[src/rtl/dmem_wait_pkg.sv]
// Shared types and helpers for the DMEM wait-state controller.
// Latency: n/a (declarations only).
// Backpressure: n/a (declarations only).
package dmem_wait_pkg;

    typedef enum logic [1:0] {
        IDLE   = 2'd0,
        WAIT   = 2'd1,
        ACCESS = 2'd2,
        DONE   = 2'd3
    } state_t;

    typedef enum logic {
        OP_RD = 1'b0,
        OP_W  = 1'b1
    } op_t;

    localparam logic [31:0] DEFAULT_ADDR_BASE = 32'h1001_0000;
    localparam int          CNT_W             = 4;

    typedef struct packed {
        logic [29:0] idx;
        logic        in_range;
    } word_loc_t;

    // Word index is the byte offset from base divided by four. An address
    // below base wraps to a huge offset, so it is rejected explicitly.
    function automatic word_loc_t word_loc(input logic [31:0] addr,
                                           input logic [31:0] base,
                                           input int unsigned depth);
        logic [31:0] off;
        word_loc_t   r;
        off        = addr - base;
        r.idx      = off[31:2];
        r.in_range = (addr >= base) && ({2'b00, off[31:2]} < depth);
        return r;
    endfunction

endpackage

[src/rtl/dmem_wait_cnt.sv]
// Loadable 4-bit down-counter with zero flag; holds at zero instead of wrapping.
// Latency: load and decrement take effect at the next clock edge.
// Backpressure: none; load has priority over decrement.
// Ports: clk, rst (async active-high), load/load_val, dec, zero (cnt_q == 0).
module dmem_wait_cnt
    import dmem_wait_pkg::*;
(
    input  logic             clk,
    input  logic             rst,
    input  logic             load,
    input  logic [CNT_W-1:0] load_val,
    input  logic             dec,
    output logic             zero
);

    logic [CNT_W-1:0] cnt_q;
    logic [CNT_W-1:0] cnt_d;

    always_comb begin
        cnt_d = cnt_q;
        if (load) begin
            cnt_d = load_val;
        end else if (dec && (cnt_q != '0)) begin
            cnt_d = cnt_q - 1'b1;
        end
    end

    always_ff @(posedge clk or posedge rst) begin
        if (rst) begin
            cnt_q <= '0;
        end else begin
            cnt_q <= cnt_d;
        end
    end

    assign zero = (cnt_q == '0);

endmodule

[src/rtl/dmem_wait_ctrl.sv]
// Wait-state controller between the core MEM-stage data port and the word-addressed DMEM.
// Latency: request sampled in IDLE at cycle t completes with READY at t+WAIT_CYCLES+2.
// Backpressure: STALL holds the core's MEM stage until the READY cycle; requests in DONE are ignored.
//
// Ports: CLK/RST (async active-high); core side REQ_RD, REQ_W, ADDR, WDATA in and
// RDATA, READY, STALL, ERR out; DMEM side MEM_ADD, MEM_DIN, MEM_RD, MEM_W out and
// MEM_DOUT in (combinational from MEM_ADD).
// Build option: define DMEM_WAIT_MISALIGN_CHECK_EN to reject addresses with ADDR[1:0] != 0.
module dmem_wait_ctrl
    import dmem_wait_pkg::*;
#(
    parameter int          WAIT_CYCLES = 2,
    parameter logic [31:0] ADDR_BASE   = DEFAULT_ADDR_BASE,
    parameter int unsigned DEPTH_WORDS = 1024
) (
    input  logic        CLK,
    input  logic        RST,
    input  logic        REQ_RD,
    input  logic        REQ_W,
    input  logic [31:0] ADDR,
    input  logic [31:0] WDATA,
    output logic [31:0] RDATA,
    output logic        READY,
    output logic        STALL,
    output logic        ERR,
    output logic [29:0] MEM_ADD,
    output logic [31:0] MEM_DIN,
    output logic        MEM_RD,
    output logic        MEM_W,
    input  logic [31:0] MEM_DOUT
);

    if ((WAIT_CYCLES < 0) || (WAIT_CYCLES > 15)) begin : g_wait_cycles_bad
        $error("dmem_wait_ctrl: WAIT_CYCLES must be in 0..15");
    end

    localparam logic [CNT_W-1:0] WAIT_LD    = WAIT_CYCLES[CNT_W-1:0];
    localparam logic [CNT_W-1:0] WAIT_LD_M1 = WAIT_LD - 1'b1;

    state_t      state_q, state_d;
    op_t         op_q, op_d;
    logic [29:0] widx_q, widx_d;
    logic [31:0] wdata_q, wdata_d;
    logic        err_q, err_d;
    logic [31:0] rdata_q, rdata_d;

    logic             cnt_load;
    logic [CNT_W-1:0] cnt_ld_val;
    logic             cnt_dec;
    logic             cnt_zero;

    logic      req;
    logic      misalign;
    logic      illegal;
    word_loc_t loc_in;
    logic      stall_int;

    assign req    = REQ_RD | REQ_W;
    assign loc_in = word_loc(ADDR, ADDR_BASE, DEPTH_WORDS);

`ifdef DMEM_WAIT_MISALIGN_CHECK_EN
    assign misalign = (ADDR[1:0] != 2'b00);
`else
    assign misalign = 1'b0;
`endif

    // Both strobes at once has no defined meaning for the DMEM, so it joins
    // the out-of-range case: no strobe, ERR on completion.
    assign illegal = (REQ_RD & REQ_W) | ~loc_in.in_range | misalign;

    dmem_wait_cnt u_cnt (
        .clk      (CLK),
        .rst      (RST),
        .load     (cnt_load),
        .load_val (cnt_ld_val),
        .dec      (cnt_dec),
        .zero     (cnt_zero)
    );

    always_comb begin
        state_d    = state_q;
        op_d       = op_q;
        widx_d     = widx_q;
        wdata_d    = wdata_q;
        err_d      = err_q;
        rdata_d    = rdata_q;
        cnt_load   = 1'b0;
        cnt_ld_val = WAIT_LD;
        cnt_dec    = 1'b0;
        stall_int  = 1'b0;
        MEM_RD     = 1'b0;
        MEM_W      = 1'b0;
        READY      = 1'b0;

        case (state_q)
            IDLE: begin
                stall_int = req;
                if (req) begin
                    op_d    = REQ_W ? OP_W : OP_RD;
                    widx_d  = loc_in.idx;
                    wdata_d = WDATA;
                    err_d   = illegal;
                    if (illegal) begin
                        // Error path skips ACCESS, so it waits one extra
                        // cycle to keep the completion latency uniform.
                        cnt_load   = 1'b1;
                        cnt_ld_val = WAIT_LD;
                        state_d    = WAIT;
                    end else if (WAIT_CYCLES == 0) begin
                        state_d = ACCESS;
                    end else begin
                        cnt_load   = 1'b1;
                        cnt_ld_val = WAIT_LD_M1;
                        state_d    = WAIT;
                    end
                end
            end

            WAIT: begin
                stall_int = 1'b1;
                cnt_dec   = 1'b1;
                if (cnt_zero) begin
                    if (err_q) begin
                        rdata_d = '0;
                        state_d = DONE;
                    end else begin
                        state_d = ACCESS;
                    end
                end
            end

            ACCESS: begin
                stall_int = 1'b1;
                MEM_RD    = (op_q == OP_RD);
                MEM_W     = (op_q == OP_W);
                if (op_q == OP_RD) begin
                    rdata_d = MEM_DOUT;
                end
                state_d = DONE;
            end

            DONE: begin
                READY   = 1'b1;
                err_d   = 1'b0;
                state_d = IDLE;
            end

            default: begin
                state_d = IDLE;
            end
        endcase
    end

    always_ff @(posedge CLK or posedge RST) begin
        if (RST) begin
            state_q <= IDLE;
            op_q    <= OP_RD;
            widx_q  <= '0;
            wdata_q <= '0;
            err_q   <= 1'b0;
            rdata_q <= '0;
        end else begin
            state_q <= state_d;
            op_q    <= op_d;
            widx_q  <= widx_d;
            wdata_q <= wdata_d;
            err_q   <= err_d;
            rdata_q <= rdata_d;
        end
    end

    // STALL is combinational from the request in IDLE; masking with RST keeps
    // every output low for the whole reset window.
    assign STALL   = stall_int & ~RST;
    assign ERR     = (state_q == DONE) & err_q;
    assign RDATA   = rdata_q;
    assign MEM_ADD = (state_q == ACCESS) ? widx_q  : '0;
    assign MEM_DIN = (state_q == ACCESS) ? wdata_q : '0;

endmodule

[config.mk]
export PLATFORM = sky130hd
export DESIGN_NAME = dmem_wait_ctrl
export DESIGN_NICKNAME = d
export VERILOG_FILES = /design/src/rtl/dmem_wait_pkg.sv /design/src/rtl/dmem_wait_cnt.sv /design/src/rtl/dmem_wait_ctrl.sv
export SDC_FILE = /design/constraint.sdc
export NUM_CORES = 1
export LEC_CHECK = 0
export CAP_MARGIN = 20
export CORE_MARGIN = 2
export CORE_UTILIZATION = 47
export DETAILED_ROUTE_END_ITERATION = 8
export GPL_ROUTABILITY_DRIVEN = 0
export HOLD_SLACK_MARGIN = 0.06
export PLACE_DENSITY = 0.88
export SLEW_MARGIN = 20
export SYNTH_ARGS = -nofsm -noshare
export SYNTH_HDL_FRONTEND = slang
export SYNTH_SLANG_ARGS = --single-unit
[constraint.sdc]
create_clock -name CLK -period 10.1 [get_ports CLK]
set_clock_uncertainty 0.15 [all_clocks]
set_input_delay 2.02 -clock CLK [delete_from_list [all_inputs] [get_ports CLK]]
set_output_delay 2.02 -clock CLK [all_outputs]
set_load 0.05 [all_outputs]
### After elaboration in Yosys (flattened, before gate mapping)

Cells that the tools add are included.

* register bits: 102
* bits of input ports: 100
* output and inout port bits: 99
* word-level logic and storage cells: 64

* $add $sub $neg: 2
* multiplexer cells: 25
* bitwise operators: 8
* magnitude comparators: 2
* equal/unequal tests: 7
* reduce and logical (&&, ||, !) cells: 13

Operator list (number)
* 32-bit two-way mux: 4
* 32-bit one-hot mux with 2 select lines: 1
* 32-bit by 29-bit greater-or-equal comparator with 1-bit output (second input constant): 1
* 32-bit by 29-bit subtractor with 32-bit output (second input constant): 1
* 30-bit by 11-bit less-than comparator with 1-bit output (second input constant): 1
* 30-bit two-way mux: 1
* 2-bit two-way mux: 5
* 1-bit two-way mux: 9
* 4-bit two-way mux: 2
* 2-bit != test (second input constant): 4
* 2-bit one-hot mux with 4 select lines: 1
* 2-bit AND reduction: 3
* 2-bit nonzero test: 3
* 2-bit equality test (second input constant): 2
* 4-bit logical NOT: 1
* 1-bit one-hot mux with 2 select lines: 2
* 4-bit AND reduction: 1
* 4-bit nonzero test: 1
* 4-bit by 1-bit subtractor with 4-bit output (second input constant): 1
* 1-bit bitwise AND: 3
* 1-bit inverter: 3
* 2-bit by 1-bit equality test with 1-bit output (second input constant): 1
* 1-bit logical AND: 2
* 2-bit logical NOT: 1
* 2 further kinds: 3

### Longest topological paths before layout

Gate-level depths: netlist of run 1.

* word-level depth: 9
* mapped depth: 10
* mapped depth without buffers: 8

### Hierarchy

A second synthesis of run 1 with hierarchy kept.

* cells, all modules: 534
* area total of the unflattened synthesis: 4954.8 um^2

Modules (own cells, without submodules)
* dmem_wait_ctrl: area an instance 4693.3 um^2, cells each 506, times used 1, sequential area each 2452.4 um^2
* dmem_wait_cnt: area an instance 261.5 um^2, cells each 28, times used 1, sequential area each 100.1 um^2

### Worst setup path after synthesis of run 1

OpenSTA, ideal clock, no wires.

* path kind: in2out
* start: input REQ_W
* end: output STALL
* arrival time: 3.571 ns
* setup slack: 4.359 ns
* buffers on the path: 1
* data required time: 7.930 ns
* stages: 5
* cell sequence: nor2_1 -> nor2b_1 -> clkbuf_1 -> nor2_1 -> nor3_1

* longest elaborated chain between the ends: 3

RTL lines
* start: declaration: RTL line dmem_wait_ctrl.sv:19 `input logic REQ_W,`
* 1-bit bitwise OR: RTL line dmem_wait_ctrl.sv:58 `assign req = REQ_RD | REQ_W;`
* 1-bit one-hot mux with 2 select lines: RTL line dmem_wait_ctrl.sv:95 `case (state_q)`
* 1-bit bitwise AND: RTL line dmem_wait_ctrl.sv:174 `assign STALL = stall_int & ~RST;`
* end: declaration: RTL line dmem_wait_ctrl.sv:24 `output logic STALL,`

Every way passes these cells.

### Final worst setup path of run 1

Ends and elaborated chain as after synthesis.

==> run_summary.xml, run 1 <==
<?xml version="1.0" encoding="UTF-8"?>
<metrics>
  <group name="drt">
    <metric name="drc" unit="">0</metric>
    <metric name="vias_per_instance" unit="">5.15</metric>
    <metric name="wl" unit="um">13400</metric>
    <metric name="final_antenna_net_count" unit="">0</metric>
    <metric name="drt_pre_antenna_iters" unit="">5</metric>
    <metric name="dr.first_iter.drc_count" unit="">290</metric>
    <metric name="wire_per_inst" unit="um">15.9</metric>
    <metric name="detailroute.via_count" unit="">4364</metric>
  </group>
  <group name="final_layout">
    <metric name="post_route_cells_drive_above_1_share" unit="">0.0478</metric>
    <metric name="multi_input_comb_area" unit="mm^2">0.00222</metric>
    <metric name="antenna-diode-count" unit="">0</metric>
    <metric name="nNetsFinal" unit="">816</metric>
    <metric name="syn_to_final_growth" unit="%">45.6</metric>
    <metric name="utilization" unit="">0.700</metric>
    <metric name="num-fill-cells" unit="">786</metric>
    <metric name="postLayoutCellArea" unit="mm^2">0.00717</metric>
    <metric name="area.sequential" unit="mm^2">0.00255</metric>
  </group>
  <group name="worst_setup_path">
    <metric name="timing.critical_path.required" unit="ns">7.93</metric>
    <metric name="regToRegEndpoint" unit="">RDATA[25]</metric>
    <metric name="worst_ep_arrival_time" unit="ns">3.99</metric>
    <metric name="crit_path_top_delay_cell" unit="">sky130_fd_sc_hd__clkdlybuf4s50_1</metric>
    <metric name="cp-startpoint" unit="">REQ_W</metric>
    <metric name="r2r_setup_slack" unit="ns">7.19</metric>
    <metric name="max_stage_delay" unit="ns">0.84</metric>
    <metric name="worst_setup_path_endpoint" unit="">STALL</metric>
    <metric name="worstRegToRegCells" unit="">6</metric>
    <metric name="critical_path.endpoint_type" unit="">primary output</metric>
    <metric name="critical_path.max_fanout" unit="">4</metric>
    <metric name="timing.critical_path.cells" unit="">clkdlybuf4s50_1 -&gt; nor2_1 -&gt; nor2b_4 -&gt; nor2_1 -&gt; nor3_1 -&gt; clkdlybuf4s50_1</metric>
    <metric name="startpoint_type" unit="">primary input</metric>
    <metric name="regToRegStartpoint" unit="">state_q[0]</metric>
    <metric name="crit_type" unit="">primary input to primary output</metric>
  </group>
  <group name="sta">
    <metric name="fmax" unit="MHz">162</metric>
    <metric name="hold_ws" unit="ns">0.322</metric>
    <metric name="setup_ws" unit="ns">3.94</metric>
    <metric name="maxSlewViolCount" unit="">0</metric>
    <metric name="maxSlewHeadroom" unit="">0.363</metric>
    <metric name="final-setup-viol-count" unit="">0</metric>
    <metric name="layout_worst_path_cycle_share" unit="">0.609</metric>
    <metric name="max_slew.worst_pin.slew" unit="ns">0.955</metric>
    <metric name="number_of_hold_slack_violations_in_the_final_timing_report" unit="">0</metric>
    <metric name="grt_setup_unrepaired" unit="">false</metric>
    <metric name="setup_tns" unit="ns">0</metric>
    <metric name="final.min_clock_period" unit="ns">6.16</metric>
  </group>
  <group name="logic_synthesis">
    <metric name="register_bit_count_reported_by_yosys" unit="">102</metric>
    <metric name="synth_async_sr_flop_share" unit="">1.00</metric>
    <metric name="synth_ff_type" unit="">sky130_fd_sc_hd__dfrtp_1</metric>
    <metric name="synth_sequential_area_ratio" unit="">0.519</metric>
    <metric name="synth_top_cell_by_area" unit="">sky130_fd_sc_hd__dfrtp_1</metric>
    <metric name="synth_top_area_frac" unit="">0.519</metric>
    <metric name="syn_area_per_cell" unit="um^2">9.25</metric>
    <metric name="syn-cell-area" unit="mm^2">0.00492</metric>
    <metric name="post_syn_nets" unit="">641</metric>
    <metric name="synthesis.instances" unit="">532</metric>
    <metric name="synth.top_cells.by_area" unit="">sky130_fd_sc_hd__dfrtp_1 52%, sky130_fd_sc_hd__nand2_1 13%, sky130_fd_sc_hd__and2_1 8.1%</metric>
    <metric name="synthesis.yosys.warnings" unit="">0</metric>
    <metric name="synth_edf_count" unit="">0</metric>
    <metric name="count_of_distinct_cell_types_in_the_synthesized_netlist" unit="">50</metric>
  </group>
  <group name="placement">
    <metric name="place.port_buffers" unit="">196</metric>
    <metric name="pre_cts_ws" unit="ns">3.99</metric>
    <metric name="placed_cell_area" unit="mm^2">0.00696</metric>
    <metric name="dp.final_hpwl" unit="um">9760</metric>
  </group>
  <group name="power">
    <metric name="cellPowerDensity" unit="mW/mm^2">287</metric>
    <metric name="power_leakage" unit="uW">0.00322</metric>
    <metric name="maximum_ir_drop_on_the_vdd_rail" unit="mV">0.135</metric>
  </group>
  <group name="grt">
    <metric name="number_of_global_route_vias_before_repair" unit="">4390</metric>
    <metric name="antenna_violations_before_repair" unit="">0</metric>
    <metric name="grt_remaining_overflow" unit="">0</metric>
    <metric name="grt_first_pass_wirelength" unit="um">21400</metric>
    <metric name="grt_use_total" unit="">0.239</metric>
    <metric name="maximum_number_of_pins_on_one_net_before_global_route_repair" unit="">81</metric>
  </group>
  <group name="status">
    <metric name="status" unit="">finished, final reports clean</metric>
  </group>
  <group name="floorplan">
    <metric name="die-height" unit="um">106</metric>
    <metric name="io-pin-count" unit="">199</metric>
    <metric name="die_w" unit="um">106</metric>
    <metric name="floorplan.die_area" unit="mm^2">0.0113</metric>
    <metric name="core_region_area" unit="mm^2">0.0102</metric>
    <metric name="rows" unit="">37</metric>
    <metric name="floorplan.initialDensity" unit="">0.481</metric>
  </group>
  <group name="clock_network">
    <metric name="path_clk_slew" unit="ns">0.10</metric>
    <metric name="tritoncts" unit="">built</metric>
    <metric name="bufs_on_longest_clock_path" unit="">2</metric>
    <metric name="clock_latency" unit="ns">0.36</metric>
    <metric name="cts_made_buffers" unit="">9</metric>
    <metric name="post_cts.repair.setup_buffers" unit="">0</metric>
    <metric name="h_tree_depth" unit="">3</metric>
    <metric name="clock-sinks" unit="">102</metric>
    <metric name="hold_buffers" unit="">0</metric>
    <metric name="cts-root-buf" unit="">sky130_fd_sc_hd__clkbuf_8</metric>
    <metric name="cts_resized" unit="">0</metric>
  </group>
  <group name="worst_hold_path">
    <metric name="hold_path_depth" unit="">2</metric>
    <metric name="holdCritPathClass" unit="">flip-flop to flip-flop</metric>
  </group>
  <group name="flow_run">
    <metric name="maxCapViolCount" unit="">0</metric>
  </group>
</metrics>
==> stage by stage <==
step	instances	total power (uW)
after detailed placement	832	1800
after floorplan	532	1430
after CTS	847	2070
final	847	2060
after global placement	832	1760
after global routing	847	2180
==> synth_stat cells, types with 2 or more instances <==
library cell	instances
sky130_fd_sc_hd__a21oi_1	7
sky130_fd_sc_hd__a22o_1	32
sky130_fd_sc_hd__a31oi_1	4
sky130_fd_sc_hd__and2_1	64
sky130_fd_sc_hd__buf_1	2
sky130_fd_sc_hd__buf_2	4
sky130_fd_sc_hd__clkbuf_1	28
sky130_fd_sc_hd__dfrtp_1	102
sky130_fd_sc_hd__ha_1	9
sky130_fd_sc_hd__inv_1	10
sky130_fd_sc_hd__nand2_1	167
sky130_fd_sc_hd__nand3_1	2
sky130_fd_sc_hd__nand4_1	3
sky130_fd_sc_hd__nor2_1	13
sky130_fd_sc_hd__nor2b_1	7
sky130_fd_sc_hd__nor3_1	9
sky130_fd_sc_hd__nor3b_1	2
sky130_fd_sc_hd__nor4_1	3
sky130_fd_sc_hd__nor4_2	2
sky130_fd_sc_hd__nor4b_1	2
sky130_fd_sc_hd__o21ai_0	18
sky130_fd_sc_hd__o21ai_1	2
sky130_fd_sc_hd__xnor2_1	11
sky130_fd_sc_hd__xor2_1	3
==> state kept, by name, summed over array words and instances (netlist names) <==
name and count:
err_q 1, op_q 1, RDATA 32, wdata_q 32
state_q 2, u_cnt.cnt_q 4, widx_q 30
==> cells by family after synthesis <==
kind of cell	after synthesis	share of synthesized area
xor+xnor	14	0.0249
compound gates	79	0.121
buf+inv	45	0.0369
fa+ha+maj	9	0.0229
flops	102	0.519
simple gates	283	0.276
==> layout make-up <==
type                    count  area share
clock inverters             5     0.00838
repair buffers            199       0.277
well taps                 136      0.0237
flip-flops and latches    102       0.356
clock buffers              10      0.0192
inverters                  10     0.00559
multi-input cells         385       0.309
==> placed cells by master (no fill, tap or decap), drive strengths merged, types with 2 or more instances in the layout <==
| master | instances |
|---|---|
| o21ai | 20 |
| nand2 | 167 |
| nand3 | 2 |
| a31oi | 4 |
| a22o | 32 |
| ha | 9 |
| dfrtp | 102 |
| nor2b | 7 |
| clkbuf | 10 |
| buf | 3 |
| nor4b | 2 |
| nor3 | 9 |
| inv | 10 |
| xor2 | 3 |
| nor2 | 14 |
| nor3b | 2 |
| a21oi | 7 |
| nor4 | 6 |
| nand4 | 3 |
| xnor2 | 11 |
| o41ai | 2 |
| clkdlybuf4s50 | 196 |
| clkinv | 3 |
| and2 | 65 |
==> critical path: cells and delay by family <==
| kind | cells | cell delay (ns) |
|---|---|---|
| buffers and inverters | 2 | 1.43 |
| and+or+nand+nor | 4 | 0.53 |
==> routing by layer <==
metal  vias up  part of all wire  routed length, um  track usage
met2       172              0.51               6810        0.412
met4         0             0.018                244       0.0883
met3        21             0.061                825       0.0392
met1      2077              0.41               5560        0.301
met5         -                 0                  0            0
li1       2094                 -                  -            -
==> worst min-delay path by stage <==
stage           startpoint  slack (ns)           to
5_1_grt        wdata_q[15]        0.35  wdata_q[15]
4_1_cts          widx_q[4]        0.33    widx_q[4]
6_report        wdata_q[2]        0.32   wdata_q[2]
2_1_floorplan   wdata_q[0]        0.29   wdata_q[0]
3_5_place_dp   wdata_q[21]        0.30  wdata_q[21]
3_3_place_gp     widx_q[4]        0.30    widx_q[4]
==> report_power, final <==
| part | switching (uW) | leakage [uW] | internal (uW) |
|---|---|---|---|
| sequential | 88.0 | 0.00130 | 580 |
| combinational | 736 | 0.00182 | 391 |
| clock | 140 | 0.0000983 | 121 |
| total | 964 | 0.00322 | 1090 |
(Power assumes the default switching activity.)
==> run 2, diff against run 1 <==
CORE_UTILIZATION = 39   (was 47)
PLACE_DENSITY = 0.78   (was 0.88)
clock period = 5.3 ns   (was 10.1 ns; I/O delays follow)
==> run 2 against run 1 <==
  * Non-clock buffer count is 1 higher
  * Global-route usage decreased by 4.4 points
  * Sequential power grew 90%
  * Sequential cell count stayed put
  * Cell count increased by 4.5%
  * Clock power rose to 2.9 times the previous value
  * First-iteration DRC count decreased by 14%
  * Die area rose by 20%
  * Hold slack lost 0.0067 ns
  * Highest routed layer unchanged
  * Critical path depth did not move
==> run_summary.xml, run 2 (synthesized netlist as in run 1, its figures left out) <==
<?xml version="1.0" encoding="UTF-8"?>
<metrics>
  <group name="status">
    <metric name="status" unit="">finished, final reports clean</metric>
  </group>
  <group name="floorplan">
    <metric name="io-pin-count" unit="">199</metric>
    <metric name="floorplan.initialDensity" unit="">0.395</metric>
    <metric name="die_w" unit="um">116</metric>
    <metric name="die-height" unit="um">116</metric>
    <metric name="core_region_area" unit="mm^2">0.0125</metric>
    <metric name="rows" unit="">41</metric>
    <metric name="floorplan.die_area" unit="mm^2">0.0135</metric>
  </group>
  <group name="grt">
    <metric name="grt_use_total" unit="">0.194</metric>
    <metric name="grt_first_pass_wirelength" unit="um">20600</metric>
    <metric name="grtUsageMet2" unit="">0.340</metric>
    <metric name="number_of_global_route_vias_before_repair" unit="">4155</metric>
    <metric name="maximum_number_of_pins_on_one_net_before_global_route_repair" unit="">68</metric>
    <metric name="antenna_violations_before_repair" unit="">0</metric>
    <metric name="grt_remaining_overflow" unit="">0</metric>
    <metric name="grt_most_used_layer" unit="">met2</metric>
    <metric name="grtUsageMet1" unit="">0.237</metric>
    <metric name="groute.layer.met3.usage" unit="">0.0420</metric>
  </group>
  <group name="drt">
    <metric name="final_antenna_net_count" unit="">0</metric>
    <metric name="vias_per_instance" unit="">4.87</metric>
    <metric name="wl" unit="um">13500</metric>
    <metric name="dr.first_iter.drc_count" unit="">250</metric>
    <metric name="detailroute.via_count" unit="">4307</metric>
    <metric name="wire_per_inst" unit="um">15.3</metric>
    <metric name="drt_pre_antenna_iters" unit="">4</metric>
    <metric name="drc" unit="">0</metric>
  </group>
  <group name="final_layout">
    <metric name="antenna-diode-count" unit="">0</metric>
    <metric name="final_cell_mix" unit="">196 x sky130_fd_sc_hd__clkdlybuf4s50_1, 167 x sky130_fd_sc_hd__nand2_1, 102 x sky130_fd_sc_hd__dfrtp_1</metric>
    <metric name="nNetsFinal" unit="">817</metric>
    <metric name="syn_to_final_growth" unit="%">49.5</metric>
    <metric name="most_common_cell_after_layout_fill_and_taps_aside" unit="">sky130_fd_sc_hd__clkdlybuf4s50_1</metric>
    <metric name="num-fill-cells" unit="">1103</metric>
    <metric name="post_route_cells_drive_above_1_share" unit="">0.0505</metric>
    <metric name="multi_input_comb_area" unit="mm^2">0.00221</metric>
    <metric name="area.sequential" unit="mm^2">0.00255</metric>
  </group>
  <group name="worst_setup_path">
    <metric name="worst_ep_arrival_time" unit="ns">2.96</metric>
    <metric name="crit_type" unit="">primary input to primary output</metric>
    <metric name="critical_path.endpoint_type" unit="">primary output</metric>
    <metric name="crit_path_top_delay_cell" unit="">sky130_fd_sc_hd__clkdlybuf4s50_1</metric>
    <metric name="timing.critical_path.required" unit="ns">4.09</metric>
    <metric name="regToRegStartpoint" unit="">state_q[0]</metric>
    <metric name="startpoint_type" unit="">primary input</metric>
    <metric name="max_stage_delay" unit="ns">0.83</metric>
    <metric name="timing.critical_path.cells" unit="">clkdlybuf4s50_1 -&gt; nor2_1 -&gt; nor2b_4 -&gt; nor2_1 -&gt; nor3_1 -&gt; clkdlybuf4s50_1</metric>
    <metric name="cp-startpoint" unit="">REQ_W</metric>
    <metric name="critical_path.max_fanout" unit="">4</metric>
  </group>
  <group name="worst_hold_path">
    <metric name="holdCritPathClass" unit="">flip-flop to flip-flop</metric>
    <metric name="worst_hold_startpoint" unit="">wdata_q[1]</metric>
  </group>
  <group name="power">
    <metric name="power_leakage" unit="uW">0.00329</metric>
    <metric name="maximum_ir_drop_on_the_vdd_rail" unit="mV">0.543</metric>
    <metric name="intPower" unit="uW">2300</metric>
    <metric name="p_sw_frac" unit="">0.447</metric>
    <metric name="cellPowerDensity" unit="mW/mm^2">564</metric>
    <metric name="power_frac_clock" unit="">0.180</metric>
    <metric name="net-switching-power" unit="uW">1860</metric>
    <metric name="power" unit="uW">4150</metric>
    <metric name="combPwrFrac" unit="">0.515</metric>
    <metric name="power.share.sequential" unit="">0.305</metric>
  </group>
  <group name="clock_network">
    <metric name="clock_latency" unit="ns">0.35</metric>
    <metric name="cts-root-buf" unit="">sky130_fd_sc_hd__clkbuf_16</metric>
    <metric name="post_cts.repair.setup_buffers" unit="">0</metric>
    <metric name="bufs_on_longest_clock_path" unit="">2</metric>
    <metric name="cts_resized" unit="">0</metric>
    <metric name="hold_buffers" unit="">0</metric>
    <metric name="h_tree_depth" unit="">3</metric>
    <metric name="path_clk_slew" unit="ns">0.07</metric>
    <metric name="cts_made_buffers" unit="">9</metric>
    <metric name="clock-sinks" unit="">102</metric>
    <metric name="tritoncts" unit="">built</metric>
  </group>
  <group name="sta">
    <metric name="fmax" unit="MHz">240</metric>
    <metric name="max_slew.worst_pin.slew" unit="ns">0.926</metric>
    <metric name="maxSlewHeadroom" unit="">0.382</metric>
    <metric name="setup_tns" unit="ns">0</metric>
    <metric name="hold_ws" unit="ns">0.316</metric>
    <metric name="maxSlewViolCount" unit="">0</metric>
    <metric name="grt_setup_unrepaired" unit="">false</metric>
    <metric name="final.min_clock_period" unit="ns">4.17</metric>
    <metric name="layout_worst_path_cycle_share" unit="">0.787</metric>
    <metric name="number_of_hold_slack_violations_in_the_final_timing_report" unit="">0</metric>
    <metric name="final-setup-viol-count" unit="">0</metric>
  </group>
  <group name="placement">
    <metric name="dp.final_hpwl" unit="um">9740</metric>
    <metric name="place.port_buffers" unit="">196</metric>
  </group>
  <group name="flow_run">
    <metric name="maxCapViolCount" unit="">0</metric>
  </group>
</metrics>
run 2: cell count changes in the layout (fill, tap and decap cells not counted), sizes merged:
cell      change
buf           +1
bufinv        +1
clkbuf        +1
clkinv        -3
clkinvlp      -1
inv           +3
run 2: metrics by stage:
| step | utilization | area, um^2 | cells | setup slack, ns |
|---|---|---|---|---|
| 4_1_cts | 0.590 | 7360 | 885 | 1.12 |
| 3_5_place_dp | 0.563 | 7020 | 869 | 1.14 |
| 3_3_place_gp | 0.562 | 7000 | 868 | 1.15 |
| 5_1_grt | 0.590 | 7360 | 885 | 1.03 |
| 6_report | 0.590 | 7360 | 885 | 1.13 |
| 2_1_floorplan | - | 4920 | 532 | 1.41 |
run 2: per-layer routing:
metal,up-vias,routed length [um]
met5,-,0
li1,2095,-
met4,0,243
met2,139,6880
met3,17,822
met1,2056,5570
run 2: layout make-up:
| class | count | share of cell area |
|---|---|---|
| tap | 172 | 0.0292 |
| timing repair buffer | 200 | 0.272 |
| clock inverter | 5 | 0.0117 |
| inverter | 10 | 0.00544 |
| clock buffer | 11 | 0.0343 |
| sequential | 102 | 0.347 |
| multi-input combinational | 385 | 0.301 |
run 2: power groups by stage:
stage / combinational, uW / clock [uW] / sequential (uW)
3_5_place_dp: 2150 / 0 / 1280
5_1_grt: 2290 / 799 / 1310
2_1_floorplan: 1230 / 0 / 1480
3_3_place_gp: 2110 / 0 / 1260
6_report: 2140 / 745 / 1270
4_1_cts: 2160 / 768 / 1270
run 2: worst paths after layout:
check	end	slack, ns	cells after the start
max	STALL	1.13	6
min	wdata_q[1]	0.32	2
max reg2reg	RDATA[27]	2.42	7
min reg2reg	wdata_q[1]	0.32	2
max in group asynchronous	RDATA[17]	2.87	3
min in group asynchronous	err_q	1.11	2
run 2: critical path: cells and delay by family:
family                 cells  cell delay [ns]
buffers and inverters      2             1.42
AND/OR/NAND/NOR            4             0.48
==> run 3, diff against run 2 <==
CORE_UTILIZATION = 44   (was 39)
PLACE_DENSITY = 0.83   (was 0.78)
clock period = 4.23 ns   (was 5.3 ns; I/O delays follow)
==> run 3 against run 2 <==
  * Sequential power grew 25%
  * Wire length shrank 2.8%
  * Non-clock buffer count grew 3
  * Critical path depth shrank 1
  * Clock power shrank 15%
  * Global-route usage grew 2.2 points
  * Hold slack gained 0.0091 ns
  * Setup slack lost 0.38 ns
  * Core utilization grew 7.4 points
  * Die area shrank 11%
  * Design area shrank 1.7%
  * Highest routed layer unchanged
==> run_summary.xml, run 3 (synthesized netlist as in run 1, its figures left out) <==
<?xml version="1.0" encoding="UTF-8"?>
<metrics>
  <group name="status">
    <metric name="status" unit="">finished, final reports clean</metric>
  </group>
  <group name="worst_setup_path">
    <metric name="worstRegToRegCells" unit="">7</metric>
    <metric name="regToRegStartpoint" unit="">state_q[0]</metric>
    <metric name="timing.critical_path.required" unit="ns">3.23</metric>
    <metric name="worst_setup_path_endpoint" unit="">MEM_RD</metric>
    <metric name="critical_path.max_fanout" unit="">39</metric>
    <metric name="regToRegEndpoint" unit="">RDATA[13]</metric>
    <metric name="worst_ep_arrival_time" unit="ns">2.48</metric>
    <metric name="cp-startpoint" unit="">state_q[0]</metric>
    <metric name="critical_path.endpoint_type" unit="">primary output</metric>
    <metric name="r2r_setup_slack" unit="ns">1.72</metric>
    <metric name="startpoint_type" unit="">flip-flop</metric>
    <metric name="crit_type" unit="">flip-flop to primary output</metric>
  </group>
  <group name="power">
    <metric name="power_leakage" unit="uW">0.00325</metric>
    <metric name="power_frac_clock" unit="">0.128</metric>
    <metric name="power.share.sequential" unit="">0.322</metric>
    <metric name="p_sw_frac" unit="">0.466</metric>
    <metric name="intPower" unit="uW">2640</metric>
    <metric name="cellPowerDensity" unit="mW/mm^2">684</metric>
    <metric name="maximum_ir_drop_on_the_vdd_rail" unit="mV">0.309</metric>
    <metric name="net-switching-power" unit="uW">2300</metric>
    <metric name="combPwrFrac" unit="">0.550</metric>
  </group>
  <group name="floorplan">
    <metric name="rows" unit="">38</metric>
    <metric name="die-height" unit="um">110</metric>
    <metric name="floorplan.die_area" unit="mm^2">0.0120</metric>
    <metric name="io-pin-count" unit="">199</metric>
    <metric name="die_w" unit="um">110</metric>
    <metric name="floorplan.initialDensity" unit="">0.452</metric>
    <metric name="core_region_area" unit="mm^2">0.0109</metric>
  </group>
  <group name="placement">
    <metric name="numPlacedInstances" unit="">840</metric>
    <metric name="dp.final_hpwl" unit="um">9640</metric>
    <metric name="pre_cts_ws" unit="ns">0.745</metric>
    <metric name="place.port_buffers" unit="">196</metric>
  </group>
  <group name="sta">
    <metric name="maxSlewViolCount" unit="">0</metric>
    <metric name="layout_worst_path_cycle_share" unit="">0.822</metric>
    <metric name="setup_tns" unit="ns">0</metric>
    <metric name="final-setup-viol-count" unit="">0</metric>
    <metric name="max_slew.worst_pin.slew" unit="ns">0.841</metric>
    <metric name="fmax" unit="MHz">288</metric>
    <metric name="maxSlewHeadroom" unit="">0.439</metric>
    <metric name="grt_setup_unrepaired" unit="">false</metric>
    <metric name="final.min_clock_period" unit="ns">3.48</metric>
    <metric name="setup_ws" unit="ns">0.753</metric>
    <metric name="number_of_hold_slack_violations_in_the_final_timing_report" unit="">0</metric>
  </group>
  <group name="drt">
    <metric name="detailroute.via_count" unit="">4344</metric>
    <metric name="wl" unit="um">13100</metric>
    <metric name="wire_per_inst" unit="um">15.3</metric>
    <metric name="drt_pre_antenna_iters" unit="">4</metric>
    <metric name="drc" unit="">0</metric>
    <metric name="final_antenna_net_count" unit="">0</metric>
    <metric name="vias_per_instance" unit="">5.07</metric>
    <metric name="dr.first_iter.drc_count" unit="">214</metric>
  </group>
  <group name="grt">
    <metric name="grt_remaining_overflow" unit="">0</metric>
    <metric name="number_of_global_route_vias_before_repair" unit="">4122</metric>
    <metric name="grt_first_pass_wirelength" unit="um">20300</metric>
    <metric name="grt_use_total" unit="">0.216</metric>
    <metric name="antenna_violations_before_repair" unit="">0</metric>
    <metric name="maximum_number_of_pins_on_one_net_before_global_route_repair" unit="">70</metric>
  </group>
  <group name="clock_network">
    <metric name="bufs_on_longest_clock_path" unit="">2</metric>
    <metric name="cts-root-buf" unit="">sky130_fd_sc_hd__clkbuf_8</metric>
    <metric name="post_cts.repair.setup_buffers" unit="">0</metric>
    <metric name="clock-sinks" unit="">102</metric>
    <metric name="cts_resized" unit="">0</metric>
    <metric name="clock_latency" unit="ns">0.35</metric>
    <metric name="hold_buffers" unit="">0</metric>
    <metric name="cts_made_buffers" unit="">9</metric>
    <metric name="path_clk_slew" unit="ns">0.09</metric>
    <metric name="tritoncts" unit="">built</metric>
    <metric name="h_tree_depth" unit="">3</metric>
  </group>
  <group name="final_layout">
    <metric name="num-fill-cells" unit="">865</metric>
    <metric name="antenna-diode-count" unit="">0</metric>
    <metric name="area.sequential" unit="mm^2">0.00255</metric>
    <metric name="post_route_cells_drive_above_1_share" unit="">0.0559</metric>
    <metric name="multi_input_comb_area" unit="mm^2">0.00222</metric>
    <metric name="final_cell_count_no_fill" unit="">856</metric>
    <metric name="nNetsFinal" unit="">820</metric>
    <metric name="most_common_cell_after_layout_fill_and_taps_aside" unit="">sky130_fd_sc_hd__clkdlybuf4s50_1</metric>
    <metric name="syn_to_final_growth" unit="%">46.9</metric>
    <metric name="utilization" unit="">0.664</metric>
    <metric name="final_cell_mix" unit="">195 x sky130_fd_sc_hd__clkdlybuf4s50_1, 167 x sky130_fd_sc_hd__nand2_1, 102 x sky130_fd_sc_hd__dfrtp_1</metric>
  </group>
  <group name="worst_hold_path">
    <metric name="holdCritPathClass" unit="">flip-flop to flip-flop</metric>
  </group>
  <group name="flow_run">
    <metric name="maxCapViolCount" unit="">0</metric>
  </group>
</metrics>
[run 3: changes by cell type in the layout (fill, tap and decap cells not counted)]
cell,before,now
sky130_fd_sc_hd__buf_12,0,2
sky130_fd_sc_hd__buf_4,3,6
sky130_fd_sc_hd__buf_8,1,0
sky130_fd_sc_hd__bufinv_16,2,1
sky130_fd_sc_hd__clkbuf_16,9,0
sky130_fd_sc_hd__clkbuf_8,2,10
sky130_fd_sc_hd__clkdlybuf4s50_1,196,195
sky130_fd_sc_hd__clkinv_4,0,3
sky130_fd_sc_hd__clkinvlp_4,0,2
sky130_fd_sc_hd__inv_6,3,0
sky130_fd_sc_hd__nor2b_2,1,0
sky130_fd_sc_hd__nor2b_4,1,2
[run 3: power groups by stage]
stage / clock, uW / sequential (uW) / combinational (uW)
after global routing: 698 / 1630 / 2930
after floorplan: 0 / 1860 / 1550
after CTS: 648 / 1590 / 2750
after detailed placement: 0 / 1610 / 2730
final: 631 / 1590 / 2720
after global placement: 0 / 1580 / 2680
[run 3: routing by layer]
layer / global-route usage / wire, um / vias up
met5: 0 / 0 / -
met4: 0.0633 / 131 / 0
met3: 0.0409 / 883 / 12
met2: 0.373 / 6440 / 159
met1: 0.275 / 5680 / 2067
li1: - / - / 2106
[run 3: worst min path at each step]
| stage | startpoint | to | slack, ns | cells after the start |
|---|---|---|---|---|
| finish | wdata_q[18] | wdata_q[18] | 0.32 | 2 |
| global route | widx_q[4] | widx_q[4] | 0.35 | 2 |
| CTS | wdata_q[18] | wdata_q[18] | 0.33 | 2 |
| detailed placement | wdata_q[18] | wdata_q[18] | 0.30 | 2 |
| global placement | wdata_q[28] | wdata_q[28] | 0.30 | 2 |
| floorplan | wdata_q[0] | wdata_q[0] | 0.29 | 2 |
[run 3: area by class of cell]
type	instances	area share
Clock buffer	10	0.0190
Clock inverter	6	0.00986
Inverter	10	0.00554
Multi-Input combinational cell	385	0.307
Sequential cell	102	0.353
Tap cell	140	0.0242
Timing Repair Buffer	203	0.282
[run 3: through the flow]
step	total power [uW]	hold slack, ns	instance area (um^2)
finish	4940	0.325	7230
global route	5260	0.351	7230
CTS	4990	0.327	7230
detailed placement	4340	0.304	7020
global placement	4260	0.299	7020
floorplan	3410	0.287	4920
[run 3: worst max-delay path, stage by stage, from the launching register on]
cell                              delay (ns)
sky130_fd_sc_hd__dfrtp_1                0.41
sky130_fd_sc_hd__inv_1                  0.15
sky130_fd_sc_hd__ha_2                   0.20
sky130_fd_sc_hd__buf_4                  0.32
sky130_fd_sc_hd__nor2b_1                0.21
sky130_fd_sc_hd__clkdlybuf4s50_1        0.84
